===== src/rtl/vppm_pkg.sv =====
// Shared types and constants for the VPPM transmitter.
package vppm_pkg;

    typedef enum logic [1:0] {
        ST_IDLE     = 2'd0,
        ST_PREAMBLE = 2'd1,
        ST_DATA     = 2'd2
    } vppm_state_t;

    localparam int   BYTE_W        = 8;
    localparam logic PRE_START_BIT = 1'b1;

endpackage


===== src/rtl/vppm_pulse_gen.sv =====
// Symbol timer and LED pulse generator: one pulse per symbol, width set by dim,
// position (start/end of symbol) set by the current bit.
module vppm_pulse_gen #(
    parameter int SYM_LEN = 100,
    parameter int SCW     = 8,
    parameter int NBD     = 8
) (
    input  logic           clk,
    input  logic           rst,
    input  logic [NBD-1:0] dim,
    input  logic           sym_bit,
    output logic           led_out,
    output logic           boundary
);

    localparam logic [SCW-1:0] SC_LAST   = SCW'(SYM_LEN - 1);
    localparam logic [SCW:0]   SYM_LEN_W = (SCW + 1)'(SYM_LEN);

    logic [SCW-1:0]     sc;
    logic [SCW-1:0]     w_q;
    logic [NBD+SCW-1:0] prod;
    logic [SCW-1:0]     w_next;
    logic               on;

    assign boundary = (sc == SC_LAST);

    // Full-width product so the shift sees every bit before scaling down.
    always_comb begin
        prod   = (NBD + SCW)'(dim) * (NBD + SCW)'(SYM_LEN);
        w_next = SCW'(prod >> NBD);
    end

    // Bit 0 pulses at the start of the symbol, bit 1 at the end.
    always_comb begin
        if (sym_bit)
            on = ({1'b0, sc} >= (SYM_LEN_W - {1'b0, w_q}));
        else
            on = (sc < w_q);
    end

    // Free-running symbol counter; width is latched only at the boundary so a
    // mid-symbol dim change cannot disturb the symbol in flight.
    always_ff @(posedge clk or posedge rst) begin
        if (rst) begin
            sc      <= '0;
            w_q     <= '0;
            led_out <= 1'b0;
        end else begin
            led_out <= on;
            if (boundary) begin
                sc  <= '0;
                w_q <= w_next;
            end else begin
                sc <= sc + SCW'(1);
            end
        end
    end

endmodule


===== src/rtl/vppm_tx.sv =====
// VPPM transmitter top: framing FSM (idle / preamble / data), byte shifter
// and valid/ready handshake around the pulse generator.
//
// state       | meaning
// ST_IDLE     | idle pattern (bit 0 pulses), accepts a byte at each boundary
// ST_PREAMBLE | PRE_SYMS alternating symbols starting with 1
// ST_DATA     | 8 data symbols MSB first, may chain the next byte at bit 7
import vppm_pkg::*;

module vppm_tx #(
    parameter int SYM_LEN  = 100,
    parameter int SCW      = 8,
    parameter int NBD      = 8,
    parameter int PRE_SYMS = 8
) (
    input  logic              clk,
    input  logic              rst,
    input  logic [NBD-1:0]    dim,
    input  logic [BYTE_W-1:0] in_data,
    input  logic              in_valid,
    output logic              in_ready,
    output logic              led_out,
    output logic              busy,
    output logic              sym_strobe
);

    localparam int PCW = (PRE_SYMS > 1) ? $clog2(PRE_SYMS) : 1;
    localparam int BCW = $clog2(BYTE_W);
    localparam logic [PCW-1:0] PRE_LAST = PCW'(PRE_SYMS - 1);
    localparam logic [BCW-1:0] BIT_LAST = BCW'(BYTE_W - 1);

    vppm_state_t       state;
    logic [BYTE_W-1:0] shreg;
    logic [PCW-1:0]    pcnt;
    logic [BCW-1:0]    bcnt;
    logic              boundary;
    logic              sym_bit;
    logic              accept;

    vppm_pulse_gen #(
        .SYM_LEN (SYM_LEN),
        .SCW     (SCW),
        .NBD     (NBD)
    ) u_pulse (
        .clk      (clk),
        .rst      (rst),
        .dim      (dim),
        .sym_bit  (sym_bit),
        .led_out  (led_out),
        .boundary (boundary)
    );

    // Bit carried by the symbol currently being emitted.
    always_comb begin
        sym_bit = 1'b0;
        case (state)
            ST_PREAMBLE: sym_bit = PRE_START_BIT ^ pcnt[0];
            ST_DATA:     sym_bit = shreg[BYTE_W-1];
            default:     sym_bit = 1'b0;
        endcase
    end

    assign sym_strobe = boundary;
    assign in_ready   = boundary &&
                        ((state == ST_IDLE) || ((state == ST_DATA) && (bcnt == BIT_LAST)));
    assign accept     = in_valid && in_ready;

    // Framing FSM; everything advances only on symbol boundaries.
    always_ff @(posedge clk or posedge rst) begin
        if (rst) begin
            state <= ST_IDLE;
            shreg <= '0;
            pcnt  <= '0;
            bcnt  <= '0;
            busy  <= 1'b0;
        end else if (boundary) begin
            case (state)
                ST_IDLE: begin
                    if (accept) begin
                        shreg <= in_data;
                        pcnt  <= '0;
                        busy  <= 1'b1;
                        state <= ST_PREAMBLE;
                    end
                end
                ST_PREAMBLE: begin
                    if (pcnt == PRE_LAST) begin
                        pcnt  <= '0;
                        bcnt  <= '0;
                        state <= ST_DATA;
                    end else begin
                        pcnt <= pcnt + PCW'(1);
                    end
                end
                ST_DATA: begin
                    if (bcnt == BIT_LAST) begin
                        bcnt <= '0;
                        if (accept) begin
                            shreg <= in_data;
                        end else begin
                            shreg <= {shreg[BYTE_W-2:0], 1'b0};
                            busy  <= 1'b0;
                            state <= ST_IDLE;
                        end
                    end else begin
                        shreg <= {shreg[BYTE_W-2:0], 1'b0};
                        bcnt  <= bcnt + BCW'(1);
                    end
                end
                default: begin
                    busy  <= 1'b0;
                    state <= ST_IDLE;
                end
            endcase
        end
    end

endmodule


===== config.mk =====
export PLATFORM = sky130hd
export DESIGN_NAME = vppm_tx
export DESIGN_NICKNAME = d
export VERILOG_FILES = /design/src/rtl/vppm_pkg.sv /design/src/rtl/vppm_pulse_gen.sv /design/src/rtl/vppm_tx.sv
export SDC_FILE = /design/constraint.sdc
export NUM_CORES = 1
export LEC_CHECK = 0
export CAP_MARGIN = 20
export CORE_UTILIZATION = 56
export DETAILED_ROUTE_END_ITERATION = 8
export DONT_BUFFER_PORTS = 1
export HOLD_SLACK_MARGIN = 0.05
export PLACE_DENSITY_LB_ADDON = 0.2
export SYNTH_ARGS = -nofsm -noshare
export SYNTH_HDL_FRONTEND = slang
export SYNTH_SLANG_ARGS = --single-unit

===== constraint.sdc =====
create_clock -name clk -period 4.77 [get_ports clk]
set_clock_uncertainty 0.15 [all_clocks]
set_input_delay 0.954 -clock clk [delete_from_list [all_inputs] [get_ports clk]]
set_output_delay 0.954 -clock clk [all_outputs]
set_load 0.05 [all_outputs]

; Yosys cells after proc, flatten, opt, wreduce, memory -nomap -nowiden
; Cells that the tools add are included.
[word_totals]
reg_bits = 33
in_bits = 19
output_inout_bits = 4
wordCells = 61
[op_classes]
addsub = 4
mul = 1
n_lt_le_gt_ge = 2
n_eq_ne = 9
n_mux = 22
n_bitwise = 2
n_reduce_logical = 13
[op_table]
columns = operator, n
row1 = $mux 8, 4
row2 = $pmux 8 s2, 1
row3 = $mul 8x5->13 const B, 1
row4 = $mux 3, 4
row5 = $pmux 3 s2, 2
row6 = $reduce_and 5->1, 2
row7 = $ge 8x9->1, 1
row8 = $reduce_and 3->1, 3
row9 = $add 8x1->8 const B, 1
row10 = $eq 8x7->1 const B, 1
row11 = $lt 8x7->1, 1
row12 = $mux 2, 4
row13 = $sub 7x7->8 const A, 1
row14 = $add 3x1->3 const B, 2
row15 = $eq 3x3->1 const B, 2
row16 = $ne 2x2->1 const B, 3
row17 = $pmux 2 s3, 1
row18 = $reduce_bool 2->1, 3
row19 = $mux 1, 4
row20 = $logic_and 1x1->1, 3
row21 = $pmux 1 s3, 1
row22 = $eq 2x1->1 const B, 1
row23 = $eq 2x2->1 const B, 1
row24 = $logic_not 2->1, 1
row25 = 4 further kinds, 5

; Depth between registers and ports, before layout
[logic_depth]
ltp_word = 8
ltp_mapped = 11
depth_no_buf = 11

; Hierarchy
; From an unflattened synthesis, not the netlist that was laid out.
[hier_totals]
hier_cells = 280
area_unflattened_um2 = 2717.6
[by_module_without_submodules]
columns = module, n_inst, cells_per_inst, area_each_um2, seq_area_each_um2
row1 = vppm_pulse_gen, 1, 184, 1694.1, 400.4
row2 = vppm_tx, 1, 96, 1023.5, 425.4

; Worst setup path before layout
; No wires, ideal clock.
[synth_path]
kind = input to register
start = input dim[3]
end = register u_pulse.w_q[6]
setup_ns = 0.087
arrival_ns = 3.257
required_time_ns = 4.533
setup_slack_ns = 1.275
path_stages = 11
path_buffers = 0
cell_sequence = ha_1 ha_1 inv_1 fa_1 inv_1 ha_1 o21ai_0 a21oi_2 nor3_1 or4_1 o211ai_1
[synth_between]
elab_chain_cells = 1
[synth_rtl]
columns = element, line
row1 = start: declaration, vppm_tx.sv:18  ; input logic [NBD-1:0] dim,
row2 = $mul 8x5->13, vppm_pulse_gen.sv:29  ; prod = (NBD + SCW)'(dim) * (NBD + SCW)'(SYM_LEN);
row3 = end signal: assignment, vppm_pulse_gen.sv:52  ; w_q <= w_next;
row4 = end: declaration, vppm_pulse_gen.sv:20  ; logic [SCW-1:0] w_q;
; No other way between the ends.
; A chain may end at the register's enable or synchronous reset.

; Final worst setup path
; Ends and elaborated chain as after synthesis.

==> summary.txt <==
Status
  – Status: finished, final reports clean

Setup path
  – Crit path max-delay cell type: fa_1
  – Worst flop-to-flop path startpoint: u_pulse.w_q[0]
  – Setup slack, reg-to-reg: 2230 ps
  – Worst setup EP type: flip-flop
  – Worst setup path start: dim[3]
  – Setup crit end: u_pulse.w_q[6]
  – Critical path's largest stage delay: ~500 ps
  – CP required: ~4800 ps
  – Worst path depth: 11
  – Critical path fanouts, max: 6
  – CP top delay family: adder cells
  – R2R Path End: u_pulse.led_out
  – Cells along the critical path: ha_1 -> ha_1 -> inv_1 -> fa_1 -> inv_1 -> ha_1 -> o21ai_0 -> a21oi_2 -> nor3_1 -> or4_1 -> o211ai_1
  – Most used cell, CP: ha_1
  – Startpoint types: input pin
  – Worst path bufs/invs: 2
  – CP Class: in2reg
  – R2R depth: 11
  – Critical path arrival: 3430 ps

Layout
  – Most frequent cells in the layout: ha_1 (51), dfrtp_1 (33), inv_1 (27)
  – Nets: about 350
  – Footprint of the multi-input gates: 0.00171 sq mm
  – Share of cells above drive strength 1: 0.0571
  – Non-filler cells, final: 332
  – Most common cell after layout, fill and taps aside: ha_1
  – Storage element area: 826 sq um
  – Antenna Cells: 0
  – # fillers: 379
  – Layout area overhead: 6.45%

Synthesis
  – Synth area leader: dfrtp_1
  – Post-synthesis sequential area ratio: 0.311
  – Number of synthesized flops with an enable pin: 0
  – #FFs+latches synth: 33
  – Synth top area share: 0.311
  – Ys Warns: 0
  – Syn nets: approximately 350
  – Asr flop ratio synth: 1.00
  – Cell area after synthesis: between 0.002 and 0.003 sq mm
  – Synth Instances: 275
  – Largest cells by area after synthesis: dfrtp_1 (31%), ha_1 (24%), mux2i_1 (4.5%)
  – Top FF cell, synth: dfrtp_1
  – Synthesized area per cell: between 9 and 10 sq um
  – Library cells used by synthesis: 46

Global routing
  – Tot GR Track Use: 0.212
  – Largest net degree at the start of global routing: 30
  – Initial antenna violation count: 0
  – Wire length of the first global-routing pass: approximately 8300 microns
  – Grt total ovfl: 0
  – Vias in the first global route: 1839

Power
  – Switching Share: 0.243
  – P per Cell Area: 232 mW/mm^2
  – Max VDD drop: around 0.00012 V
  – Register share of total power: 0.426
  – P_leak: between 1 and 1.5 nW
  – Comb pwr share: 0.161
  – Clk network pwr share: 0.412
  – P_sw: 0.000159 W
  – Int Pwr: 0.000497 W

Drt
  – 1st-pass router iterations: 6
  – # DRC: 0
  – Post-DR wirelength/cell: 14.3 microns
  – Final wirelength: between 4000 and 5000 microns
  – Final ANT Viol Nets: 0
  – DR iter-0 viols: 114
  – Routed via count: 1941
  – Vias/cell: 5.85

Clocking
  – Post-cts sizing count: 0
  – Clock root buffer: clkbuf_8
  – Clk_lat worst skew: just under 300 ps
  – CTS Sinks: 33
  – Postcts setup bufs: 0
  – Worst-path clk slew: 70 ps
  – H-tree depth: 2
  – Hold buffers post-CTS: 0
  – CTS tree: yes
  – TritonCTS buffer count: 5
  – CTS Buffer Depth: 2

Die
  – Die Height: 70.9 microns
  – Starting Density: 0.598
  – Io pins: 23
  – Die X: between 70 and 80 microns
  – CORE AREA: 0.00444 sq mm
  – Row cnt: 24
  – Die area: 0.00502 sq mm

Timing
  – Tcrit/Tclk final: 0.707
  – Least-Margin Pin Slew: 947 ps
  – Hold Vio Cnt, Final: 0
  – Setup violators final: 0
  – Post-route minimum period: 3370 ps
  – Fmax: 296 MHz
  – Worst slew margin: 0.366
  – Setup TNS: 0 ps
  – Final Max Tran Viols: 0
  – RSZ-0062 raised after global routing: no

Placed design
  – Cell count after placement: around 320
  – IO Port Bufs: 0
  – GPL Wtd Cong: 0.792
  – Estimated wirelength of the detail-placed design: around 3700 microns

Job
  – Number of max-cap violations: 0

Hold path
  – Hold Crit Class: in2async
registers in the layout, summed over array words and instances (netlist names):
signal / cells
pcnt: 3
u_pulse.sc: 8
shreg: 8
state: 2
bcnt: 3
u_pulse.led_out: 1
busy: 1
u_pulse.w_q: 7
stage by stage:
stage	total power, W	worst slack (ps)	instance area, sq um	hold WS, ps	util
2_1_floorplan	0.000373	1280	2660	319	-
3_3_place_gp	0.000389	1180	2710	341	0.610
3_5_place_dp	0.000393	1100	2710	346	0.610
4_1_cts	0.000667	1390	2830	283	0.636
5_1_grt	0.000691	1320	2830	286	0.636
6_report	0.000657	1400	2830	289	0.636
synthesized netlist by cell type, types with 4 or more instances:
cell / count
ha_1: 51
dfrtp_1: 33
inv_1: 27
nor2_1: 21
nand2_1: 14
o21ai_0: 13
a21oi_1: 12
mux2i_1: 12
xnor2_1: 10
nand3_1: 9
o211ai_1: 7
o31ai_1: 6
nor3_1: 5
o21a_1: 4
xor2_1: 4
cell type report:
class                           count  area share
Timing Repair Buffer                1     0.00265
Inverter                           28      0.0381
Clock buffer                        7      0.0305
Sequential cell                    33       0.292
Multi-Input combinational cell    210       0.603
Clock inverter                      1      0.0106
Tap cell                           52      0.0230
worst min-delay path by stage:
stage	end	slack (ps)	cells past startpoint
3_3_place_gp	u_pulse.sc[0]	340	1
5_1_grt	shreg[0]	290	1
2_1_floorplan	u_pulse.sc[0]	320	1
4_1_cts	shreg[0]	280	1
6_report	shreg[0]	290	1
3_5_place_dp	u_pulse.sc[0]	350	1
metal layers:
layer,GRT usage,vias to the layer above,share of wire
met3,0.0541,10,0.041
met5,0,-,0
met1,0.273,899,0.47
li1,-,999,-
met2,0.346,33,0.47
met4,0.0800,0,0.019
power by group through the flow:
stage          clock network [W]   logic, W  registers [W]
6_report                0.000271   0.000106       0.000280
5_1_grt                 0.000289   0.000122       0.000279
4_1_cts                 0.000279   0.000108       0.000280
3_5_place_dp                   0   0.000108       0.000285
3_3_place_gp                   0   0.000104       0.000285
2_1_floorplan                  0  0.0000875       0.000285
logic make-up after synthesis:
logic type	count (synthesis)	synth area share
flops	33	0.311
fa+ha+maj	53	0.255
mux	12	0.0452
xor+xnor	14	0.0462
buf+inv	32	0.0471
simple gates	69	0.134
compound gates	62	0.162
Note: power is estimated with default switching activity, not from simulation.
